===== src/rtl/branch_resolve_sched.sv =====
// Resolved-branch scheduler: merges two resolve ports into an in-order FIFO,
// emits one predictor update per cycle, redirects fetch on mispredict, keeps stats.
module branch_resolve_sched #(
  parameter int unsigned DEPTH = 4,
  parameter int unsigned PC_W  = 32
) (
  input  logic            clk_in,
  input  logic            rst_in,
  input  logic            res0_valid_in,
  input  logic [PC_W-1:0] res0_pc_in,
  input  logic [PC_W-1:0] res0_target_in,
  input  logic            res0_taken_in,
  input  logic            res0_pred_in,
  output logic            res0_ready_out,
  input  logic            res1_valid_in,
  input  logic [PC_W-1:0] res1_pc_in,
  input  logic [PC_W-1:0] res1_target_in,
  input  logic            res1_taken_in,
  input  logic            res1_pred_in,
  output logic            res1_ready_out,
  output logic            upd_valid_out,
  output logic [PC_W-1:0] upd_pc_out,
  output logic            upd_taken_out,
  output logic            redirect_out,
  output logic [PC_W-1:0] redirect_pc_out,
  output logic [15:0]     resolve_count_out,
  output logic [15:0]     mispred_count_out
);

  localparam int unsigned PTR_W  = $clog2(DEPTH);
  localparam int unsigned CNT_W  = PTR_W + 1;
  localparam int unsigned STAT_W = 16;

  logic [CNT_W-1:0]  count;
  logic [CNT_W-1:0]  count_total;
  logic [CNT_W-1:0]  count_nxt;
  logic [PTR_W-1:0]  rd_ptr;
  logic [PTR_W-1:0]  wr_ptr;
  logic [PTR_W-1:0]  wr_ptr_p1;
  logic [PC_W-1:0]   mem_pc [DEPTH];
  logic [DEPTH-1:0]  mem_taken;

  logic              acc0, acc1, mp0, mp1, pending;
  logic              w0_en, w1_en, w0_taken;
  logic [PC_W-1:0]   w0_pc;
  logic [PC_W-1:0]   redir_pc;
  logic [STAT_W:0]   res_sum, mis_sum;

  assign res0_ready_out = (count <= CNT_W'(DEPTH - 1));
  assign res1_ready_out = (count <= CNT_W'(DEPTH - 2));

  assign acc0    = res0_valid_in & res0_ready_out;
  assign acc1    = res1_valid_in & res1_ready_out;
  assign mp0     = acc0 & (res0_taken_in != res0_pred_in);
  assign mp1     = acc1 & (res1_taken_in != res1_pred_in);
  assign pending = (count != '0);

  assign wr_ptr_p1   = wr_ptr + PTR_W'(1);
  assign count_total = count + CNT_W'(acc0) + CNT_W'(acc1);
  assign count_nxt   = (count_total == '0) ? '0 : count_total - CNT_W'(1);

  // Oldest item goes to the update regs; whatever else was accepted is queued in age order.
  always_comb begin
    w0_en    = 1'b0;
    w1_en    = 1'b0;
    w0_pc    = res1_pc_in;
    w0_taken = res1_taken_in;
    if (pending) begin
      w0_en = acc0 | acc1;
      w1_en = acc0 & acc1;
      if (acc0) begin
        w0_pc    = res0_pc_in;
        w0_taken = res0_taken_in;
      end
    end else begin
      w0_en = acc0 & acc1;
    end
  end

  // Port 0 wins the single redirect slot; not-taken branches fall through to pc+4.
  always_comb begin
    redir_pc = '0;
    if (mp0) begin
      redir_pc = res0_taken_in ? res0_target_in : res0_pc_in + PC_W'(4);
    end else if (mp1) begin
      redir_pc = res1_taken_in ? res1_target_in : res1_pc_in + PC_W'(4);
    end
  end

  assign res_sum = {1'b0, resolve_count_out} + (STAT_W+1)'(acc0) + (STAT_W+1)'(acc1);
  assign mis_sum = {1'b0, mispred_count_out} + (STAT_W+1)'(mp0) + (STAT_W+1)'(mp1);

  always_ff @(posedge clk_in) begin
    if (w0_en) begin
      mem_pc[wr_ptr]    <= w0_pc;
      mem_taken[wr_ptr] <= w0_taken;
    end
    if (w1_en) begin
      mem_pc[wr_ptr_p1]    <= res1_pc_in;
      mem_taken[wr_ptr_p1] <= res1_taken_in;
    end
  end

  always_ff @(posedge clk_in) begin
    if (!rst_in) begin
      count             <= '0;
      rd_ptr            <= '0;
      wr_ptr            <= '0;
      upd_valid_out     <= 1'b0;
      upd_pc_out        <= '0;
      upd_taken_out     <= 1'b0;
      redirect_out      <= 1'b0;
      redirect_pc_out   <= '0;
      resolve_count_out <= '0;
      mispred_count_out <= '0;
    end else begin
      count  <= count_nxt;
      wr_ptr <= wr_ptr + PTR_W'(w0_en) + PTR_W'(w1_en);
      upd_valid_out <= pending | acc0 | acc1;
      if (pending) begin
        rd_ptr        <= rd_ptr + PTR_W'(1);
        upd_pc_out    <= mem_pc[rd_ptr];
        upd_taken_out <= mem_taken[rd_ptr];
      end else if (acc0) begin
        upd_pc_out    <= res0_pc_in;
        upd_taken_out <= res0_taken_in;
      end else if (acc1) begin
        upd_pc_out    <= res1_pc_in;
        upd_taken_out <= res1_taken_in;
      end
      redirect_out <= mp0 | mp1;
      if (mp0 | mp1) begin
        redirect_pc_out <= redir_pc;
      end
      resolve_count_out <= res_sum[STAT_W] ? '1 : res_sum[STAT_W-1:0];
      mispred_count_out <= mis_sum[STAT_W] ? '1 : mis_sum[STAT_W-1:0];
    end
  end

endmodule

===== config.mk =====
export PLATFORM = sky130hd
export DESIGN_NAME = branch_resolve_sched
export DESIGN_NICKNAME = d
export VERILOG_FILES = /design/src/rtl/branch_resolve_sched.sv
export SDC_FILE = /design/constraint.sdc
export NUM_CORES = 1
export LEC_CHECK = 0
export CAP_MARGIN = 10
export CORE_ASPECT_RATIO = 0.9
export CORE_MARGIN = 5
export CORE_UTILIZATION = 35
export DETAILED_ROUTE_END_ITERATION = 8
export GPL_ROUTABILITY_DRIVEN = 0
export PLACE_DENSITY = 0.69
export SLEW_MARGIN = 25
export SYNTH_ARGS = -nofsm -noshare
export SYNTH_HDL_FRONTEND = slang
export SYNTH_SLANG_ARGS = --single-unit

===== constraint.sdc =====
create_clock -name clk_in -period 4 [get_ports clk_in]
set_clock_uncertainty 0.1 [all_clocks]
set_input_delay 1.2 -clock clk_in [delete_from_list [all_inputs] [get_ports clk_in]]
set_output_delay 1.2 -clock clk_in [all_outputs]
set_load 0.01 [all_outputs]

* After elaboration in Yosys (flattened, before gate mapping) *
Memories as Yosys holds them, arrays and structs flattened. A register that Yosys moved wholly into a read port is not among the register bits.
Index checks and enable logic that the tools add are counted.

storage, ports and cells
  flip-flop bits (word level) = 110
  bits in writable memories = 128
  bits of input ports = 136
  output and inout bits = 101
  word-level logic and storage cells = 84
  memories = 1

memory list
  memory  depth  width  read ports  clocked after Yosys merged registers in  wr ports  line  text
  mem_pc  4      32     1           1                                        2         40    logic [PC_W-1:0] mem_pc [DEPTH];

cells by class
  add/subtract/negate cells = 13
  order comparisons = 7
  equality and inequality tests = 2
  muxes and demuxes = 34
  bitwise operators = 10
  reductions and logical operators = 6

operators by type and width
  cell                   count
  $mux 32                9
  $add 32x3->32 const B  2
  $add 16x1->17          2
  $add 17x1->17          2
  $mux 16                2
  $mux 1                 14
  $lt 2x3->1 const B     3
  $bwmux 4               2
  $mux 4                 2
  $add 3x1->3            2
  $le 3x2->1 const B     2
  $reduce_bool 3->1      2
  $and 1x1->1            5
  $add 2x1->2            2
  $add 2x1->2 const B    2
  $demux 1 s2            2
  $ge 2x1->1 const B     2
  $mux 2                 2
  $or 1x1->1             4
  $logic_not 3->1        1
  $sub 3x1->3 const B    1
  $bmux 1 s2             1
  $logic_and 1x1->1      2
  $ne 1x1->1             2
  2 further kinds        2

* Logic depth before layout (Yosys ltp) *
  depth in word-level cells = 8
  depth in mapped cells = 16

* Least setup slack after synthesis *
OpenSTA, ideal clock, no wires.

  path type = input to register
  from = input port res1_taken_in
  to = register mispred_count_out[10]
  arrival time = 3.769 ns
  setup slack = 0.061 ns
  stages on the path = 15
  buffers on the path = 4
  cell sequence = buf_2 > xor2_1 > and3_1 > buf_4 > inv_2 > buf_2 > fa_1 > inv_1 > ha_1 > nand2_1 > nor4_1 > and2_1 > nand4_1 > buf_2 > a21oi_1

on the way
  cells in the longest elaborated chain, start to end = 4

ends and longest elaborated chain
  element                 line  text
  start: declaration      18    input logic res1_taken_in,
  $ne 1x1->1              55    assign mp1 = acc1 & (res1_taken_in != res1_pred_in);
  $and 1x1->1             55
  $add 17x1->17           91    assign mis_sum = {1'b0, mispred_count_out} + (STAT_W+1)'(mp0) + (STAT_W+1)'(mp1);
  $mux 16                 136   mispred_count_out <= mis_sum[STAT_W] ? '1 : mis_sum[STAT_W-1:0];
  end signal: assignment  136
  end: declaration        27    output logic [15:0] mispred_count_out

No other way between the ends.
A chain may end at the register's enable or synchronous reset.

* Final worst setup path *
  from = input port res1_valid_in
  to = register mispred_count_out[1]

on the way
  cells in the longest elaborated chain, start to end = 4

ends and longest elaborated chain
  element             line  text
  start: declaration  15    input logic res1_valid_in,
  $and 1x1->1         53    assign acc1 = res1_valid_in & res1_ready_out;
  $and 1x1->1         55
  $add 17x1->17       91
  $mux 16             136

No other way between the ends.

==> results <==
- The run finished with clean final reports.
- The worst setup path is launched from a primary input.
- The count of nets left with antenna violations once routing finished came out at 0.
- The number of buffers created by CTS is 27.
- In the layout the commonest cells are sky130_fd_sc_hd__clkdlybuf4s50_1, sky130_fd_sc_hd__nand2_1, sky130_fd_sc_hd__a21oi_1.
- In the synthesized netlist, the number of instances is between 1,000 and 1,500.
- The ratio of final minimum period to clock period is 0.920.
- In this run the tightest slew margin relative to its limit is 0.486.
- The endpoint type of the worst setup path is a register.
- The worst register-to-register path ends at mispred_count_out[1].
- The path class of the tightest hold or removal check is register to register.
- The critical path class is primary input to register.
- The final count of pins violating max slew is 0.
- The initial core utilization is 0.355.
- The number of buffer cells added on primary ports is ~240.
- The number of placement rows is 67.
- After clock tree synthesis, the clock-pin slew on the worst setup and hold paths is around 60 ps.
- The utilization after layout is 0.467.
- The hold buffer count at cts is 0.
- For this block, the initial DRC count from the detailed router was 1,240.
- The clock passes through at most 3 buffers.
- Following the worst setup path forward leads to its endpoint at mispred_count_out[1].
- The number of antenna violations at the first check in global routing is 1.
- IR analysis of the VDD net gives a maximum drop of between 0.3 and 0.4 mV.
- The path depth of the worst reg2reg path is 12.
- In the post-route analysis, the smallest setup slack over all paths is about 320 ps.
- In this run the standard cell core region covers roughly 0.037 mm2.
- Setup repair after global routing left no endpoint under its margin.
- For this run, the detailed router's first-pass iteration total came to 6.
- The shortest period the worst path allows is around 3700 ps.
- The number of global-route vias before repair is around 12,000.
- Yosys mapped a number of flops with a built-in enable equal to ~130.
- The cell total after placement is approximately 2,100.
- The average instance in the mapped netlist occupies 9.46 um2.
- The die covers about 0.042 mm2.
- The global-route usage over all layers is 0.221.
- The cell at the root of the clock tree is sky130_fd_sc_hd__clkbuf_16.
- The pre-CTS setup slack is -211 ps.
- In this run the static leakage power is between 6 and 7 nW.
- The number of inserted filler cells in the final layout is about 3,500.
- In the synthesized netlist the async set-or-reset flop fraction comes to 0.
- The count of final hold-check violations is 0.
- The first global-routing pass estimated approximately 73,000 um of wire.
- The total of endpoints with negative setup slack in the final report is 0.
- The transition time of the tightest slew-check pin is slightly below 800 ps.
- The final layout contains routed wiring with a total length of ~48,000 um.
- Leaving out fill and tap cells, the most frequent cell in the layout is sky130_fd_sc_hd__clkdlybuf4s50_1.
- The total half-perimeter wirelength after legalization and detailed placement is about 34,000 um.
- In this run the critical register-to-register path is launched from count[1].
- The most critical setup path has its startpoint at res1_valid_in.
- The final instance count without filler cells is 2,140.
- The Yosys step of the flow raised 0 warnings.
- In this run the power density over the cells is roughly 610 mW/mm2.
- The sequential cell area fraction in the yosys report is 0.459.
- The die boundary height is approximately 200 um.
- The clock sink count is 240.
- The critical path data required time is 4360 ps.
- The number of H-tree branching levels is 1.
- Dividing the detail-routed wire length by the instance count gives around 22 um.
- The width of the die is around 220 um.
- The maximum clock rate is around 270 MHz.
- The routed layout has 12,000 vias.
- between 200 and 250 I/O pins were placed.
- The post-CTS setup buffer count is 0.
- The worst-case register-to-register setup slack is ~1000 ps.
- For this run, the leading register cell type out of synthesis is sky130_fd_sc_hd__edfxtp_1.
- Across the run, the number of max-cap violations was 0.
- The multi-input combinational cells in the finished layout cover a total of between 0.006 and 0.007 mm2.
- The endpoint arrival time on the critical path is approximately 4000 ps.
- Compared with the post-synthesis result, the final layout area differs by 31.7%.
- The area taken by flip-flops and latches is ~0.006 mm2.
- The post-route worst hold slack is approximately 380 ps.
- The quantity of gates resized following cts is 0.
- At the end of the flow, the number of nets in the layout was between 1,500 and 2,000.
- At the later pin of the worst-skew pair, clock insertion delay measures roughly 530 ps.
- Entering global routing, the biggest net connects 67 pins.
- TritonCTS built the clock tree.
- Counting distinct cell types in the post-synthesis netlist gives 69.
- After detailed routing, the number of remaining DRC violations is 0.
- The net count of the mapped netlist is approximately 1,600.
- Total power for the finished layout comes to ~0.011 W.
- The mapped netlist covers 0.0133 mm2.
- Global routing finished with a remaining overflow of 0.
- Along the worst path, the maximum fanout reaches 13.
- The post-synthesis sequential element count is 240.
- In the final layout, the share of cells above drive strength 1 is 0.125.
- The via count normalized by instance count is approximately 5.6.
[flip-flops by register name, summed over array words and instances, names as in the netlist, named ones only]
name	count
count	3
mem_pc	128
mem_taken	4
mispred_count_out	16
rd_ptr	2
redirect_out	1
redirect_pc_out	32
resolve_count_out	16
upd_pc_out	32
upd_taken_out	1
upd_valid_out	1
wr_ptr	2
[worst max-delay path, cell delays in order]
cell and delay (ps):
sky130_fd_sc_hd__clkdlybuf4s50_1 480, sky130_fd_sc_hd__a21boi_1 200, sky130_fd_sc_hd__and3_1 220, sky130_fd_sc_hd__inv_2 50, sky130_fd_sc_hd__fa_1 460, sky130_fd_sc_hd__inv_1 110
sky130_fd_sc_hd__ha_1 170, sky130_fd_sc_hd__nand2_1 70, sky130_fd_sc_hd__nor4_1 420, sky130_fd_sc_hd__and2_1 210, sky130_fd_sc_hd__nand4_1 90, sky130_fd_sc_hd__buf_4 200
sky130_fd_sc_hd__a21oi_1 140
[layout make-up]
cell class | instances | share of cell area
multi-input combinational | 1015 | 0.376
sequential | 240 | 0.349
timing repair buffer | 324 | 0.185
clock buffer | 40 | 0.0455
tap | 483 | 0.0346
inverter | 28 | 0.00609
clock inverter | 9 | 0.00408
antenna | 1 | 0.000143
[layer usage]
| layer | wire (um) | global-route usage | vias up |
|---|---|---|---|
| li1 | - | - | 5539 |
| met1 | 20300 | 0.312 | 5777 |
| met2 | 21700 | 0.344 | 577 |
| met3 | 4210 | 0.0436 | 76 |
| met4 | 1480 | 0.0654 | 0 |
| met5 | 0 | 0 | - |
[cells by family (layout without fill, tap and decap cells)]
group / after synthesis / count (layout) / synth area share
AOI/OAI and AO/OA: 371 / 371 / 0.158
buffers and inverters: 148 / 401 / 0.0502
xor gates and xnor gates: 84 / 84 / 0.0554
adders and majority gates: 11 / 11 / 0.0126
other: 0 / 1 / 0
and+or+nand+nor: 463 / 463 / 0.169
DFF: 240 / 240 / 0.459
muxes: 86 / 86 / 0.0964
[metrics by stage]
stage,cell area (um2),TNS [ps]
2_1_floorplan,13300,0
3_3_place_gp,16600,-1110
3_5_place_dp,16600,-2920
4_1_cts,17500,0
5_1_grt,17500,0
6_report,17500,0
[power breakdown]
group          internal (W)  total [W]  switching (W)  leakage (nW)
clock               0.00143    0.00244        0.00101         0.429
sequential          0.00346    0.00388       0.000425          2.09
combinational       0.00193    0.00434        0.00240          3.63
total               0.00682     0.0107        0.00383          6.16
[worst min path at each step]
stage                         end  depth (start not counted)  slack [ps]          startpoint
6_report       redirect_pc_out[7]                          2         380  redirect_pc_out[7]
2_1_floorplan  redirect_pc_out[7]                          2         390  redirect_pc_out[7]
3_5_place_dp   redirect_pc_out[7]                          2         370  redirect_pc_out[7]
3_3_place_gp   redirect_pc_out[7]                          2         360  redirect_pc_out[7]
5_1_grt        redirect_pc_out[7]                          2         410  redirect_pc_out[7]
4_1_cts        redirect_pc_out[7]                          2         380  redirect_pc_out[7]
[synth_stat cells (5+ instances only)]
library cell | count | share of area
sky130_fd_sc_hd__a211oi_1 | 13 | 0.0074
sky130_fd_sc_hd__a21oi_1 | 141 | 0.053
sky130_fd_sc_hd__a31oi_1 | 16 | 0.0075
sky130_fd_sc_hd__a32oi_1 | 6 | 0.0040
sky130_fd_sc_hd__and2_1 | 9 | 0.0042
sky130_fd_sc_hd__and3_1 | 14 | 0.0066
sky130_fd_sc_hd__and4_1 | 10 | 0.0066
sky130_fd_sc_hd__buf_2 | 40 | 0.015
sky130_fd_sc_hd__buf_4 | 8 | 0.0045
sky130_fd_sc_hd__clkbuf_1 | 64 | 0.018
sky130_fd_sc_hd__dfxtp_1 | 112 | 0.17
sky130_fd_sc_hd__edfxtp_1 | 128 | 0.29
sky130_fd_sc_hd__ha_1 | 7 | 0.0066
sky130_fd_sc_hd__inv_1 | 24 | 0.0068
sky130_fd_sc_hd__mux2i_1 | 49 | 0.037
sky130_fd_sc_hd__mux4_2 | 33 | 0.056
sky130_fd_sc_hd__nand2_1 | 222 | 0.063
sky130_fd_sc_hd__nand2b_1 | 5 | 0.0024
sky130_fd_sc_hd__nand3_1 | 44 | 0.017
sky130_fd_sc_hd__nand4_1 | 25 | 0.012
sky130_fd_sc_hd__nor2_1 | 79 | 0.022
sky130_fd_sc_hd__nor3_1 | 12 | 0.0045
sky130_fd_sc_hd__nor3b_1 | 7 | 0.0040
sky130_fd_sc_hd__nor4_1 | 5 | 0.0024
sky130_fd_sc_hd__nor4_2 | 5 | 0.0047
sky130_fd_sc_hd__o211ai_1 | 32 | 0.018
sky130_fd_sc_hd__o21ai_0 | 132 | 0.050
sky130_fd_sc_hd__o21ai_1 | 5 | 0.0019
sky130_fd_sc_hd__xnor2_1 | 46 | 0.030
sky130_fd_sc_hd__xor2_1 | 38 | 0.025
Power figures use the tool's default switching activity.
